$ cat src/rtl/seq_adder_pkg.sv
// Shared types and helpers for the digit-serial adder/subtractor.
package seq_adder_pkg;

  typedef enum logic [1:0] {
    IDLE = 2'd0,
    RUN  = 2'd1,
    DONE = 2'd2
  } state_t;

  // Returns 0 when the width does not split into whole digits; the top refuses to elaborate then.
  function automatic int calc_steps(input int width, input int digit);
    if (digit <= 0 || width <= 0 || (width % digit) != 0) return 0;
    return width / digit;
  endfunction

endpackage

$ cat src/rtl/seq_adder_digit_add.sv
// DIGIT-bit full adder slice reused every cycle by seq_adder.
module digit_add #(
  parameter int DIGIT = 1
) (
  input  logic [DIGIT-1:0] i_a,
  input  logic [DIGIT-1:0] i_b,
  input  logic             i_cin,
  output logic [DIGIT-1:0] o_sum,
  output logic             o_cout
);

  assign {o_cout, o_sum} = {1'b0, i_a} + {1'b0, i_b} + {{DIGIT{1'b0}}, i_cin};

endmodule

$ cat src/rtl/seq_adder.sv
// Digit-serial adder/subtractor with valid/ready handshakes, DIGIT bits per cycle.
// Optional accumulator operand source enabled by defining SEQ_ADDER_ACC_EN.
module seq_adder
  import seq_adder_pkg::*;
#(
  parameter int WIDTH = 8,
  parameter int DIGIT = 1
) (
  input  logic             clk,
  input  logic             rst_n,
  input  logic             ena,
  input  logic             in_valid,
  output logic             in_ready,
  input  logic [WIDTH-1:0] a,
  input  logic [WIDTH-1:0] b,
  input  logic             sub,
`ifdef SEQ_ADDER_ACC_EN
  input  logic             acc_sel,
`endif
  output logic             out_valid,
  input  logic             out_ready,
  output logic [WIDTH-1:0] sum,
  output logic             carry_out,
  output logic             overflow
);

  localparam int STEPS = calc_steps(WIDTH, DIGIT);
  localparam int CNT_W = (STEPS > 1) ? $clog2(STEPS) : 1;
  localparam logic [CNT_W-1:0] LAST = CNT_W'(STEPS - 1);

  if (STEPS == 0) begin : g_badDigit
    $error("seq_adder: WIDTH must be a positive multiple of DIGIT");
  end

  state_t           r_state;
  state_t           w_nextState;
  logic [WIDTH-1:0] r_aSh;
  logic [WIDTH-1:0] r_bSh;
  logic [WIDTH-1:0] r_sumSh;
  logic [WIDTH-1:0] r_sum;
  logic [CNT_W-1:0] r_count;
  logic             r_carry;
  logic             r_carryOut;
  logic             r_overflow;
  logic             r_msbA;
  logic             r_msbB;
  logic             w_accept;
  logic             w_lastStep;
  logic [WIDTH-1:0] w_opA;
  logic [WIDTH-1:0] w_opB;
  logic [WIDTH-1:0] w_sumNext;
  logic [DIGIT-1:0] w_d;
  logic             w_c;

`ifdef SEQ_ADDER_ACC_EN
  logic [WIDTH-1:0] r_acc;
  assign w_opA = acc_sel ? r_acc : a;
`else
  assign w_opA = a;
`endif

  // Subtraction is A + ~B + 1, so B is inverted at accept and the carry seeded with sub.
  assign w_opB      = b ^ {WIDTH{sub}};
  assign in_ready   = (r_state == IDLE) & ena & rst_n;
  assign w_accept   = in_valid & in_ready;
  assign w_lastStep = (r_state == RUN) && (r_count == LAST);
  assign w_sumNext  = (r_sumSh >> DIGIT) | (WIDTH'(w_d) << (WIDTH - DIGIT));

  digit_add #(.DIGIT(DIGIT)) u_digitAdd (
    .i_a   (r_aSh[DIGIT-1:0]),
    .i_b   (r_bSh[DIGIT-1:0]),
    .i_cin (r_carry),
    .o_sum (w_d),
    .o_cout(w_c)
  );

  always_ff @(posedge clk) begin
    if (!rst_n) begin
      r_state <= IDLE;
    end else if (ena) begin
      r_state <= w_nextState;
    end
  end

  always_comb begin
    w_nextState = r_state;
    out_valid   = 1'b0;
    case (r_state)
      IDLE: if (w_accept) w_nextState = RUN;
      RUN:  if (r_count == LAST) w_nextState = DONE;
      DONE: begin
        out_valid = 1'b1;
        if (out_ready) w_nextState = IDLE;
      end
      default: w_nextState = IDLE;
    endcase
  end

  // Result registers only change on the last digit, so they hold through DONE and IDLE.
  always_ff @(posedge clk) begin
    if (!rst_n) begin
      r_aSh      <= '0;
      r_bSh      <= '0;
      r_sumSh    <= '0;
      r_sum      <= '0;
      r_count    <= '0;
      r_carry    <= 1'b0;
      r_carryOut <= 1'b0;
      r_overflow <= 1'b0;
      r_msbA     <= 1'b0;
      r_msbB     <= 1'b0;
`ifdef SEQ_ADDER_ACC_EN
      r_acc      <= '0;
`endif
    end else if (ena) begin
      if (w_accept) begin
        r_aSh   <= w_opA;
        r_bSh   <= w_opB;
        r_carry <= sub;
        r_count <= '0;
        r_msbA  <= w_opA[WIDTH-1];
        r_msbB  <= w_opB[WIDTH-1];
      end else if (r_state == RUN) begin
        r_aSh   <= r_aSh >> DIGIT;
        r_bSh   <= r_bSh >> DIGIT;
        r_sumSh <= w_sumNext;
        r_carry <= w_c;
        r_count <= r_count + CNT_W'(1);
        if (w_lastStep) begin
          r_sum      <= w_sumNext;
          r_carryOut <= w_c;
          r_overflow <= (r_msbA == r_msbB) && (w_sumNext[WIDTH-1] != r_msbA);
`ifdef SEQ_ADDER_ACC_EN
          r_acc      <= w_sumNext;
`endif
        end
      end
    end
  end

  assign sum       = r_sum;
  assign carry_out = r_carryOut;
  assign overflow  = r_overflow;

endmodule

$ cat config.mk
export PLATFORM = sky130hd
export DESIGN_NAME = seq_adder
export DESIGN_NICKNAME = d
export VERILOG_FILES = /design/src/rtl/seq_adder_pkg.sv /design/src/rtl/seq_adder_digit_add.sv /design/src/rtl/seq_adder.sv
export SDC_FILE = /design/constraint.sdc
export NUM_CORES = 1
export LEC_CHECK = 0
export ABC_AREA = 1
export CORE_MARGIN = 2
export CORE_UTILIZATION = 25
export DETAILED_ROUTE_END_ITERATION = 8
export GPL_TIMING_DRIVEN = 0
export SYNTH_ARGS = -nofsm -noshare
export SYNTH_HDL_FRONTEND = slang
export SYNTH_SLANG_ARGS = --single-unit
$ cat constraint.sdc
create_clock -name clk -period 1.6 [get_ports clk]
set_input_delay 0.48 -clock clk [delete_from_list [all_inputs] [get_ports clk]]
set_output_delay 0.48 -clock clk [all_outputs]
set_load 0.005 [all_outputs]
==> results.cfg, run 1 <==
[status]
outcome = finished clean

[logic_synthesis]
synthAdderAreaFrac = 0.0234
synth_seq_area_share = 0.427
synthXorXnorAreaFrac = 0
syn_inst = 290
synth_mux_area_frac = 0
syn_avg_cell_area_um2 = 6.64
synth_top_family_by_area = simple AND/OR/NAND/NOR gates
synth-compound-area-share = 0.0702
synthesis.nets = 315
synth_cell_types = 26
synth_area_mm2 = 0.00192
ys_warn_count = 0
synthSimpleGateAreaFrac = 0.388
synth.ff_latch_count = 41

[power_and_ir_drop]
power_leakage_nw = 1.25
intPower_w = 0.00172
p_sw_frac = 0.243
power.total_w = 0.00227
peakVddDrop_mv = 0.298
seqPwrFrac = 0.480
comb_power_share = 0.142
powerDensity_mw_per_mm2 = 906
p_switching_w = 0.000553
p_clk_frac = 0.378

[floorplanning]
die_y_um = 91.7
die_x_um = 91.7
dieArea_mm2 = 0.00842
core_mm2 = 0.00737
io_pins = 34
rows = 31
start_util = 0.261

[critical_path]
r2r_cells = 7
path_class = reg2out
r2r-start = r_carry
crit_path_start_kind = register
regToRegSetupSlack_ns = 0.16
end_kind = output port
crit_required_ns = 1.12
r2r-end = overflow
worst-path-max-fanout = 3
arrival_ns = 1.00

[drt]
drc = 0
wl_mm = 4.14
wl_per_cell_um = 9.58
drt_pass1_iterations = 4
postRouteAntennaNets = 0
num_vias = 1784
drtIter0Drc = 66
vias_per_cell = 4.13

[timing]
setup_viol = 0
final.period_utilization = 0.927
finalMaxSlewViolations = 0
period_minus_slack_ns = 1.48
setup_tns_ns = 0
holdWs_ns = 0.461
max_slew_margin = 0.716
max_freq_mhz = 674
hold_viol_final = 0
worstMarginPinSlew_ns = 0.426
rsz0062_at_grt = no
clock-skew-final_ns = 0.00168

[finish]
layout_common_cells = 82 x nand2_1, 80 x nor2_1, 34 x dfxtp_1
final_area_mm2 = 0.00251
drive_gt1_frac = 0.123
final_nets = 357
fin_cells = 432
antenna_cells = 0
final_common_cell = nand2_1
area_growth_pct = 30.2

[place]
dpl_cell_area_mm2 = 0.00237
gp_congestion = 0.746
placed_cells = 421
port_buffers = 32
hpwl_mm = 2.96

[clock_tree]
cts-root-buf = clkbuf_8
clkSinkCount = 41
insertion_delay_ns = 0.29
clk_pin_slew_worst_paths_ns = 0.08
clock_path_buffers = 2
numCtsBuffers = 5
cts_tree = done
h-tree-depth = 2
hold_buffers = 0

[job]
maxCapViolations = 0

[global_route]
grt_pass1_wl_mm = 6.91
overflow = 0
grt_pass1_vias = 1536
antenna_found_initial = 0
grt_max_degree = 13
gr-usage-all-layers = 0.102

[hold_path]
holdCritStartpoint = sum[6]
hold_end = sum[6]
min_path_type = reg2reg
hold_depth = 2
==> state kept, by name (all words and copies together) (netlist names) <==
name       flops
r_count        3
r_aSh          8
carry_out      1
r_sumSh        7
r_bSh          8
r_carry        1
r_msbA         1
sum            8
r_state        2
overflow       1
r_msbB         1
==> per-layer routing <==
layer | vias up | wire length [um] | GRT usage
met1 | 777 | 1990 | 0.129
met4 | 0 | 58 | 0.0373
li1 | 967 | - | -
met3 | 8 | 193 | 0.0271
met5 | - | 0 | 0
met2 | 32 | 1900 | 0.165
==> cells in the mapped netlist, drive strengths merged <==
| library cell | instances | area share |
|---|---|---|
| nor2 | 83 | 0.17 |
| buf | 8 | 0.033 |
| nand3b | 1 | 0.0039 |
| inv | 27 | 0.054 |
| o21ai | 11 | 0.029 |
| nand4 | 1 | 0.0033 |
| clkbuf | 2 | 0.0039 |
| nand2 | 84 | 0.17 |
| a21oi | 16 | 0.042 |
| dfxtp | 41 | 0.43 |
| fa | 1 | 0.010 |
| clkinv | 1 | 0.0019 |
| nand3 | 12 | 0.044 |
| ha | 2 | 0.013 |
==> cells by family (layout without fill, tap and decap cells) <==
group                      Yosys count  count (layout)
AOI/OAI and AO/OA                   27              27
adders and majority gates            3               3
buffers and inverters               38              81
DFF                                 41              41
and+or+nand+nor                    181             181
==> power by group through the flow <==
stage | Clock [W] | Sequential (W) | Combinational (W)
floorplan | 0 | 0.00111 | 0.000213
global placement | 0 | 0.00111 | 0.000317
detailed placement | 0 | 0.00111 | 0.000322
CTS | 0.000885 | 0.00109 | 0.000328
global route | 0.000932 | 0.00110 | 0.000368
finish | 0.000860 | 0.00109 | 0.000322
==> worst max path at each step <==
stage	to	cells past startpoint	slack [ns]	start
2_1_floorplan	overflow	7	0.29	r_carry
3_3_place_gp	in_ready	4	-0.87	rst_n
3_5_place_dp	in_ready	4	-0.84	rst_n
4_1_cts	sum[1]	1	0.0005	sum[1]
5_1_grt	in_ready	4	0.03	r_state[0]
6_report	in_ready	4	0.12	r_state[0]
==> worst max-delay path, cell delays in order, from the launching register on <==
cell	delay (ns)
dfxtp_4	0.36
inv_2	0.06
nand2_1	0.06
nor2_2	0.12
clkbuf_2	0.12
==> through the flow <==
step	util	worst slack [ns]
final	0.340	0.116
after global routing	0.340	0.0294
after CTS	0.340	0.000499
after detailed placement	0.321	-0.839
after global placement	0.321	-0.868
after floorplan	-	0.291
==> layout make-up <==
cell class | instances | area [um^2]
multi-input combinational | 211 | 928
fill | 815 | 4860
clock buffer | 7 | 86.3
inverter | 28 | 108
tap | 99 | 124
sequential | 41 | 832
timing repair buffer | 36 | 333
buffer | 9 | 65.1
clock inverter | 1 | 30.0
==> what timing repair did <==
| item | 4_1_cts | 5_1_grt |
|---|---|---|
| setup buffers | 4 | 0 |
| endpoints found under the setup margin | 34 | 6 |
| pin swaps | 1 | 0 |
| resized for setup | 29 | 7 |
Note: power is estimated with default switching activity, not from simulation.
==> inputs of run 2 (changes only) <==
--- a/config.mk
+++ b/config.mk
@@ -6,7 +6,6 @@
 export NUM_CORES = 1
 export LEC_CHECK = 0
 export ABC_AREA = 1
-export CORE_MARGIN = 2
 export CORE_UTILIZATION = 25
 export DETAILED_ROUTE_END_ITERATION = 8
 export GPL_TIMING_DRIVEN = 0
==> results.cfg, run 2 (same netlist as run 1, synthesis figures left out) <==
[status]
outcome = finished clean

[global_route]
overflow = 0
gr-usage-all-layers = 0.115
grt_pass1_vias = 1713
grt_pass1_wl_mm = 7.51
antenna_found_initial = 0
grt_max_degree = 14

[drt]
wl_per_cell_um = 9.73
num_vias = 1807
drtIter0Drc = 86
wl_mm = 4.23
postRouteAntennaNets = 0
vias_per_cell = 4.15
drc = 0
drt_pass1_iterations = 4

[clock_tree]
cts_tree = done
cts-root-buf = clkbuf_8
clk_pin_slew_worst_paths_ns = 0.09
h-tree-depth = 2
numCtsBuffers = 5
clkSinkCount = 41
insertion_delay_ns = 0.30
hold_buffers = 0
clock_path_buffers = 2

[timing]
clock-skew-final_ns = 0.0112
max_slew_margin = 0.691
holdWs_ns = 0.468
finalMaxSlewViolations = 0
hold_viol_final = 0
final.period_utilization = 0.948
period_minus_slack_ns = 1.52
rsz0062_at_grt = no
setup_tns_ns = 0
setup_viol = 0
max_freq_mhz = 659
worstMarginPinSlew_ns = 0.464

[power_and_ir_drop]
power_leakage_nw = 1.21
peakVddDrop_mv = 0.337
powerDensity_mw_per_mm2 = 917
power.total_w = 0.00231

[place]
gp_congestion = 0.726
hpwl_mm = 2.97
port_buffers = 32

[critical_path]
arrival_ns = 1.04
crit_path_start_kind = register
worst-path-max-fanout = 3
crit_required_ns = 1.12
end_kind = output port
path_class = reg2out

[hold_path]
min_path_type = reg2reg

[floorplanning]
dieArea_mm2 = 0.00805
die_x_um = 89.7
die_y_um = 89.7
rows = 31
start_util = 0.263
io_pins = 34
core_mm2 = 0.00733

[job]
maxCapViolations = 0

[finish]
layout_common_cells = 82 x nand2_1, 80 x nor2_1, 33 x dfxtp_1
final_nets = 360
antenna_cells = 0
utilization = 0.344
seq_area_um2 = 833
final_common_cell = nand2_1
multi_input_area_um2 = 928
nFillCells = 789
drive_gt1_frac = 0.137
area_growth_pct = 30.9
run 2: cell count changes in the layout (fill, tap and decap cells not counted):
cell	previous run	this run
clkbuf_2	2	1
dfxtp_2	6	7
dfxtp_1	34	33
dlymetal6s2s_1	4	0
clkinvlp_4	0	1
clkbuf_1	3	2
dlygate4sd2_1	6	10
buf_2	5	6
buf_4	5	8
run 2: final cells by class:
cell class	instances	share of cell area
Timing Repair Buffer	39	0.135
Tap cell	99	0.0492
Clock inverter	2	0.0149
Clock buffer	6	0.0328
Sequential cell	41	0.331
Buffer	9	0.0258
Multi-Input combinational cell	211	0.369
Inverter	28	0.0427
run 2: metrics by stage:
stage / setup WS, ns / cells / area, um^2
final: 0.0825 / 435 / 2520
after global routing: 0.0121 / 435 / 2520
after CTS: 0.0157 / 435 / 2520
after detailed placement: -0.852 / 421 / 2370
after global placement: -0.856 / 421 / 2370
after floorplan: 0.291 / 290 / 1920
run 2: final timing paths:
kind	startpoint	endpoint	slack [ns]	cells past startpoint
min	sum[6]	sum[6]	0.47	2
max	r_state[0]	in_ready	0.08	4
max reg2reg	r_state[0]	r_aSh[0]	0.11	9
min reg2reg	sum[6]	sum[6]	0.47	2
run 2: critical path, stage by stage, from the launching register on:
cell and delay (ns):
dfxtp_4 0.36, inv_2 0.06, nand2_1 0.06, nor2_2 0.13, buf_2 0.12
run 2: power breakdown:
| group | internal (W) | switching [W] | leakage, nW |
|---|---|---|---|
| Sequential | 0.00106 | 0.0000250 | 0.337 |
| Clock | 0.000508 | 0.000382 | 0.0574 |
| Combinational | 0.000151 | 0.000180 | 0.817 |
| Total | 0.00172 | 0.000587 | 1.21 |
run 2: what timing repair did:
item | CTS | global route
pin swaps | 1 | 0
buffers inserted | 7 | 0
setup endpoints to repair | 34 | 1
gates resized for setup | 37 | 1
run 2: layer usage:
layer,GRT usage,vias up,part of all wire
li1,-,970,-
met1,0.139,779,0.48
met2,0.190,45,0.44
met3,0.0279,13,0.045
met4,0.0574,0,0.027
met5,0,-,0
